`config.mk`:
```
export PLATFORM = sky130hd
export DESIGN_NAME = mult_sequencer_flat
export DESIGN_NICKNAME = d
export VERILOG_FILES = /design/src/rtl/mult_sequencer_if.sv /design/src/rtl/mult_sequencer.sv /design/src/flat_wrapper.sv
export SDC_FILE = /design/constraint.sdc
export NUM_CORES = 1
export LEC_CHECK = 0
export ABC_AREA = 1
export CAP_MARGIN = 20
export CORE_AREA = 2 2 39 41
export CTS_CLUSTER_DIAMETER = 60
export DETAILED_ROUTE_END_ITERATION = 8
export DIE_AREA = 0 0 41 43
export HOLD_SLACK_MARGIN = 0.15
export PLACE_DENSITY_LB_ADDON = 0.25
export SYNTH_ARGS = -nofsm -noshare
export SYNTH_HDL_FRONTEND = slang
export SYNTH_SLANG_ARGS = --single-unit
```
`constraint.sdc`:
```
create_clock -name Clk -period 1.9 [get_ports Clk]
set_clock_uncertainty 0.05 [all_clocks]
set_input_delay 0.38 -clock Clk [delete_from_list [all_inputs] [get_ports Clk]]
set_output_delay 0.38 -clock Clk [all_outputs]
set_load 0.05 [all_outputs]
```
`src/rtl/mult_sequencer_if.sv`:
```
// Handshake and strobe bundle between the multiply sequencer and the
// logic around it (input synchronizers, register unit, adder).
// The master side issues requests and supplies the multiplier bit; the
// slave side (the sequencer) drives the datapath strobes and status.
interface mult_sequencer_if;
    logic Load_Req;
    logic Start;
    logic M;
    logic Clear_XA;
    logic Ld_B;
    logic Ld_XA;
    logic Shift_En;
    logic Subtract;
    logic Busy;
    logic Done;

    modport master (
        output Load_Req, Start, M,
        input  Clear_XA, Ld_B, Ld_XA, Shift_En, Subtract, Busy, Done
    );

    modport slave (
        input  Load_Req, Start, M,
        output Clear_XA, Ld_B, Ld_XA, Shift_En, Subtract, Busy, Done
    );
endinterface

```
`src/rtl/mult_sequencer.sv`:
```
// Control sequencer for the add-shift signed multiplier datapath (X:A:B
// register unit plus 9-bit adder/subtractor). A load request loads B and
// clears X:A; a rising edge on Start runs N_BITS add/shift iterations with
// a fixed latency, the last add becoming a subtract when the multiplier
// sign bit is set. Done is held until Start is released.
module mult_sequencer #(
    parameter int N_BITS = 8,
    parameter int CNT_W  = $clog2(N_BITS)
) (
    input  logic              Clk,
    input  logic              Reset_n,
    mult_sequencer_if.slave   bus
);

    typedef enum logic [2:0] {
        IDLE  = 3'd0,
        LOAD  = 3'd1,
        CLEAR = 3'd2,
        ADD   = 3'd3,
        SHIFT = 3'd4,
        DONE  = 3'd5
    } state_t;

    localparam logic [CNT_W-1:0] LAST_CNT = CNT_W'(N_BITS - 1);

    state_t            state_reg;
    state_t            state_next;
    logic [CNT_W-1:0]  cnt_reg;
    logic [CNT_W-1:0]  cnt_next;
    logic              start_q;
    logic              start_edge;
    logic              last_iter;

    logic clear_xa;
    logic ld_b;
    logic ld_xa;
    logic shift_en;
    logic subtract;
    logic busy;
    logic done;

    // start_q resets high so a Start held through reset release is not an edge.
    assign start_edge = bus.Start & ~start_q;
    assign last_iter  = (cnt_reg == LAST_CNT);

    // State, iteration counter and Start history register.
    always_ff @(posedge Clk or negedge Reset_n) begin
        if (!Reset_n) begin
            state_reg <= IDLE;
            cnt_reg   <= '0;
            start_q   <= 1'b1;
        end else begin
            state_reg <= state_next;
            cnt_reg   <= cnt_next;
            start_q   <= bus.Start;
        end
    end

    // Next-state and strobe decode; Ld_XA/Subtract follow the live multiplier bit.
    always_comb begin
        state_next = state_reg;
        cnt_next   = cnt_reg;
        clear_xa   = 1'b0;
        ld_b       = 1'b0;
        ld_xa      = 1'b0;
        shift_en   = 1'b0;
        subtract   = 1'b0;
        busy       = 1'b0;
        done       = 1'b0;
        case (state_reg)
            IDLE: begin
                // Load has priority; a coincident Start edge is dropped.
                if (bus.Load_Req) begin
                    state_next = LOAD;
                end else if (start_edge) begin
                    state_next = CLEAR;
                end
            end
            LOAD: begin
                ld_b       = 1'b1;
                clear_xa   = 1'b1;
                state_next = IDLE;
            end
            CLEAR: begin
                clear_xa   = 1'b1;
                busy       = 1'b1;
                cnt_next   = '0;
                state_next = ADD;
            end
            ADD: begin
                busy       = 1'b1;
                ld_xa      = bus.M;
                // Multiplier sign bit carries negative weight: subtract on the last step.
                subtract   = bus.M & last_iter;
                state_next = SHIFT;
            end
            SHIFT: begin
                shift_en = 1'b1;
                busy     = 1'b1;
                if (last_iter) begin
                    state_next = DONE;
                end else begin
                    cnt_next   = cnt_reg + 1'b1;
                    state_next = ADD;
                end
            end
            DONE: begin
                done = 1'b1;
                if (!bus.Start) begin
                    state_next = IDLE;
                end
            end
            default: begin
                state_next = IDLE;
            end
        endcase
    end

    assign bus.Clear_XA = clear_xa;
    assign bus.Ld_B     = ld_b;
    assign bus.Ld_XA    = ld_xa;
    assign bus.Shift_En = shift_en;
    assign bus.Subtract = subtract;
    assign bus.Busy     = busy;
    assign bus.Done     = done;

endmodule

```
`src/flat_wrapper.sv`:
```
// flat-port wrapper written by rule: the top's interface ports become plain ports
module mult_sequencer_flat 
#(
    parameter int N_BITS = 8,
    parameter int CNT_W  = $clog2(N_BITS)
)
  (Clk, Reset_n, bus_Load_Req, bus_Start, bus_M, bus_Clear_XA, bus_Ld_B, bus_Ld_XA, bus_Shift_En, bus_Subtract, bus_Busy, bus_Done);
  mult_sequencer_if bus_i ();
  input  logic Clk;
  input  logic Reset_n;
  input wire logic [$bits(bus_i.Load_Req)-1:0] bus_Load_Req;
  input wire logic [$bits(bus_i.Start)-1:0] bus_Start;
  input wire logic [$bits(bus_i.M)-1:0] bus_M;
  output wire logic [$bits(bus_i.Clear_XA)-1:0] bus_Clear_XA;
  output wire logic [$bits(bus_i.Ld_B)-1:0] bus_Ld_B;
  output wire logic [$bits(bus_i.Ld_XA)-1:0] bus_Ld_XA;
  output wire logic [$bits(bus_i.Shift_En)-1:0] bus_Shift_En;
  output wire logic [$bits(bus_i.Subtract)-1:0] bus_Subtract;
  output wire logic [$bits(bus_i.Busy)-1:0] bus_Busy;
  output wire logic [$bits(bus_i.Done)-1:0] bus_Done;
  assign bus_i.Load_Req = bus_Load_Req;
  assign bus_i.Start = bus_Start;
  assign bus_i.M = bus_M;
  assign bus_Clear_XA = bus_i.Clear_XA;
  assign bus_Ld_B = bus_i.Ld_B;
  assign bus_Ld_XA = bus_i.Ld_XA;
  assign bus_Shift_En = bus_i.Shift_En;
  assign bus_Subtract = bus_i.Subtract;
  assign bus_Busy = bus_i.Busy;
  assign bus_Done = bus_i.Done;
  mult_sequencer #(.N_BITS(N_BITS), .CNT_W(CNT_W)) u_core (.Clk(Clk), .Reset_n(Reset_n), .bus(bus_i));
endmodule
```
==> report_table.html <==
<table>
<tr><th>Metric</th><th>Value</th></tr>
<tr><th colspan="2">STA</th></tr>
<tr><td>Setup repair after global routing missed its margin</td><td>true</td></tr>
<tr><td>Max-slew violation count</td><td>0</td></tr>
<tr><td>Number of hold-slack violations in the final timing report</td><td>0</td></tr>
<tr><td>Worst slew margin relative to its limit</td><td>77.8%</td></tr>
<tr><td>Min Tclk post-route</td><td>1.82 ns</td></tr>
<tr><td>Slew at the pin with the worst max-slew slack</td><td>0.333 ns</td></tr>
<tr><td>Max Clk Rate</td><td>550 MHz</td></tr>
<tr><td>Count of final setup violators</td><td>0</td></tr>
<tr><td>Post-route clock period utilization</td><td>between 90% and 100%</td></tr>
<tr><td>Smallest hold slack</td><td>between 0.3 and 0.4 ns</td></tr>
<tr><th colspan="2">CTS</th></tr>
<tr><td>H-Tree Depth</td><td>1</td></tr>
<tr><td>Count of hold buffers inserted by post-cts repair</td><td>0</td></tr>
<tr><td>Post-CTS setup repair buffer count</td><td>0</td></tr>
<tr><td>Number of buffers added by the clock tree synthesis step</td><td>3</td></tr>
<tr><td>CTS tree</td><td>built</td></tr>
<tr><td>Clock-pin slew on the worst setup and hold paths</td><td>0.05 ns</td></tr>
<tr><td>Post_cts resized</td><td>0</td></tr>
<tr><td>Maximum root-to-sink buffer count</td><td>2</td></tr>
<tr><td>Clock Root Buffer</td><td>sky130_fd_sc_hd__clkbuf_4</td></tr>
<tr><td>Total number of clock tree sinks</td><td>7</td></tr>
<tr><td>Clock Latency Late Sink</td><td>0.24 ns</td></tr>
<tr><th colspan="2">Power and ir drop</th></tr>
<tr><td>Static leakage</td><td>0.352 nW</td></tr>
<tr><td>Worst-case vdd ir drop</td><td>849 uV</td></tr>
<tr><td>Post-layout total power</td><td>~1.2 mW</td></tr>
<tr><td>Power density over the cells</td><td>between 1500 and 2000 mW/mm^2</td></tr>
<tr><th colspan="2">Floorplan</th></tr>
<tr><td>Die area</td><td>0.00176 mm^2</td></tr>
<tr><td>Floorplan Core Area</td><td>0.00138 mm^2</td></tr>
<tr><td>Num ports</td><td>12</td></tr>
<tr><td>Width of the die</td><td>41 um</td></tr>
<tr><td>Starting Density</td><td>between 30% and 40%</td></tr>
<tr><td>Chip height</td><td>43 um</td></tr>
<tr><td>Row cnt</td><td>14</td></tr>
<tr><th colspan="2">Worst setup path</th></tr>
<tr><td>Most frequent cell on the critical path</td><td>sky130_fd_sc_hd__nand2_1</td></tr>
<tr><td>Slowest cell on the critical path</td><td>sky130_fd_sc_hd__dfrtp_1</td></tr>
<tr><td>Sequence of cells on the critical path</td><td>nor2_2 &gt; nand2_2 &gt; nand2_1 &gt; inv_2 &gt; nand2_1 &gt; buf_12</td></tr>
<tr><td>Arrival time at the worst endpoint</td><td>1.39 ns</td></tr>
<tr><td>Highest net fanout along the worst path</td><td>6</td></tr>
<tr><td>Worst stage delay on the critical path</td><td>0.46 ns</td></tr>
<tr><td>WS Path Type</td><td>flip-flop to output port</td></tr>
<tr><td>Endpoint class of the critical path</td><td>output port</td></tr>
<tr><td>Critical R2R Launch</td><td>u_core.cnt_reg[0]</td></tr>
<tr><td>Crit path launch</td><td>u_core.state_reg[2]</td></tr>
<tr><td>Worst Path Required</td><td>around 1.5 ns</td></tr>
<tr><td>Crit path launch type</td><td>flip-flop</td></tr>
<tr><th colspan="2">Place</th></tr>
<tr><td>Count of input and output buffers</td><td>11</td></tr>
<tr><td>Number of instances in the placed design</td><td>80</td></tr>
<tr><td>GP Congestion</td><td>0.713</td></tr>
<tr><td>HPWL after detailed placement</td><td>roughly 660 um</td></tr>
<tr><td>Cell Area, Placed</td><td>628 um^2</td></tr>
<tr><th colspan="2">Global route</th></tr>
<tr><td>Overall Global Routing Usage</td><td>11.4%</td></tr>
<tr><td>Sum of overflow across all layers after global routing</td><td>0</td></tr>
<tr><td>Number of global-route vias before repair</td><td>333</td></tr>
<tr><td>Initial antenna violation count</td><td>0</td></tr>
<tr><td>Largest net degree at the start of global routing</td><td>8</td></tr>
<tr><td>Global-route wire length before repair</td><td>1310 um</td></tr>
<tr><th colspan="2">Final layout</th></tr>
<tr><td>Fraction of final layout cells sized beyond drive strength 1</td><td>38.2%</td></tr>
<tr><td>Most used cells in the layout excluding fill and tap cells</td><td>10 x sky130_fd_sc_hd__nand2_1, 8 x sky130_fd_sc_hd__inv_1, 7 x sky130_fd_sc_hd__buf_12</td></tr>
<tr><td>Most common cell after layout, fill and taps aside</td><td>sky130_fd_sc_hd__nand2_1</td></tr>
<tr><td>Non-filler instance count after layout</td><td>84</td></tr>
<tr><td>Number of fillers in the final layout</td><td>134</td></tr>
<tr><td>Final std cell area, no fill</td><td>approximately 670 um^2</td></tr>
<tr><td>Area growth from synthesis to final layout</td><td>57.4%</td></tr>
<tr><td>Total number of nets in the final design</td><td>76</td></tr>
<tr><td>Antenna diode count</td><td>0</td></tr>
<tr><th colspan="2">Synth</th></tr>
<tr><td>Post-synthesis sequential area ratio</td><td>41.7%</td></tr>
<tr><td>Number of synthesized register bits</td><td>7</td></tr>
<tr><td>Synthesized net count</td><td>60</td></tr>
<tr><td>Post-Synthesis Cells</td><td>53</td></tr>
<tr><td>Mean instance size in the synthesized netlist</td><td>7.98 um^2</td></tr>
<tr><td>Synthesized cell area</td><td>roughly 420 um^2</td></tr>
<tr><td>Number of unique standard cell types used by synthesis</td><td>17</td></tr>
<tr><td>YS warnings</td><td>0</td></tr>
<tr><th colspan="2">Route</th></tr>
<tr><td>Average wire length per cell after detail routing</td><td>between 9 and 10 um</td></tr>
<tr><td>Post-detailed-route via-to-cell ratio</td><td>4.40</td></tr>
<tr><td>Routed Antenna Nets</td><td>0</td></tr>
<tr><td>Total length of routed wires</td><td>805 um</td></tr>
<tr><td>First-iteration detailed-routing DRC count</td><td>1</td></tr>
<tr><td>Number of vias in the routed layout</td><td>370</td></tr>
<tr><td>First-pass detailed-route iteration total</td><td>2</td></tr>
<tr><td>Final routed DRC violation total</td><td>0</td></tr>
<tr><th colspan="2">Flow run</th></tr>
<tr><td>Maxcap violations</td><td>0</td></tr>
<tr><th colspan="2">Run status</th></tr>
<tr><td>Run status</td><td>complete, no violations</td></tr>
<tr><th colspan="2">Worst hold path</th></tr>
<tr><td>Type of the most critical hold path</td><td>input pin to asynchronous set/reset pin</td></tr>
</table>
-- metal layers --
metal	vias to the layer above	track usage (%)	wire length [um]
li1	193	-	-
met2	6	17.2	435
met1	171	14.0	351
met3	0	1.57	17
met5	-	0	0
met4	0	8.00	0
-- final timing paths --
kind	end	slack, ns	cells after the start
min in group Clk	u_core.cnt_reg[2]	0.47	2
worst max-delay path	bus_Busy	0.08	6
max in group asynchronous	u_core.start_q	1.15	1
worst min-delay path	u_core.cnt_reg[1]	0.35	1
worst min register to register	u_core.cnt_reg[2]	0.47	2
worst max register to register	u_core.cnt_reg[0]	0.51	6
-- worst max-delay path: cells and delay by family, from the launching register on --
| kind | cells | cell delay [ns] |
|---|---|---|
| AND/OR/NAND/NOR | 4 | 0.49 |
| buffers and inverters | 2 | 0.18 |
| flip-flops | 1 | 0.46 |
-- layout make-up --
| cell class | count | area [um^2] | area share (%) |
|---|---|---|---|
| Multi-Input combinational cell | 35 | 221 | 33.3 |
| Timing Repair Buffer | 11 | 180 | 27.1 |
| Sequential cell | 7 | 176 | 26.5 |
| Inverter | 11 | 41.3 | 6.20 |
| Clock buffer | 4 | 26.3 | 3.95 |
| Tap cell | 16 | 20.0 | 3.01 |
-- power by group --
group	switching, mW	internal, mW	leakage [nW]
Combinational	0.450	0.325	0.247
Clock	0.0517	0.0800	0.0150
Sequential	0.0610	0.199	0.0899
Total	0.562	0.604	0.352
-- cell families after synthesis --
group,count (synthesis),share of synthesized area [%]
AOI/OAI and AO/OA,2,2.96
adders and majority gates,2,5.92
buffers and inverters,11,9.76
DFF,7,41.7
muxes,1,2.37
and+or+nand+nor,30,37.3
-- synthesized netlist by cell type --
cell	instances	area, um^2
sky130_fd_sc_hd__nand2_2	4	25.0
sky130_fd_sc_hd__ha_1	2	25.0
sky130_fd_sc_hd__nor2_1	4	15.0
sky130_fd_sc_hd__nand2_1	11	41.3
sky130_fd_sc_hd__inv_2	3	11.3
sky130_fd_sc_hd__nor2_2	2	12.5
sky130_fd_sc_hd__mux2i_1	1	10.0
sky130_fd_sc_hd__o211ai_1	1	7.51
sky130_fd_sc_hd__dfrtp_1	6	150
sky130_fd_sc_hd__nand3_1	4	20.0
sky130_fd_sc_hd__nor3_1	1	5.00
sky130_fd_sc_hd__o21ai_0	1	5.00
sky130_fd_sc_hd__inv_1	8	30.0
sky130_fd_sc_hd__nand4_1	1	6.26
sky130_fd_sc_hd__dfstp_2	1	26.3
sky130_fd_sc_hd__nand3_2	1	10.0
sky130_fd_sc_hd__nor2_4	2	22.5
-- through the flow --
step / utilization [%] / TNS (ns) / worst slack [ns]
2_1_floorplan: - / 0 / 0.125
3_3_place_gp: 45.4 / 0 / 0.203
3_5_place_dp: 45.4 / 0 / 0.186
4_1_cts: 47.3 / 0 / 0.0703
5_1_grt: 48.1 / -0.00211 / -0.00211
6_report: 48.1 / 0 / 0.0812
Power figures use the tool's default switching activity.
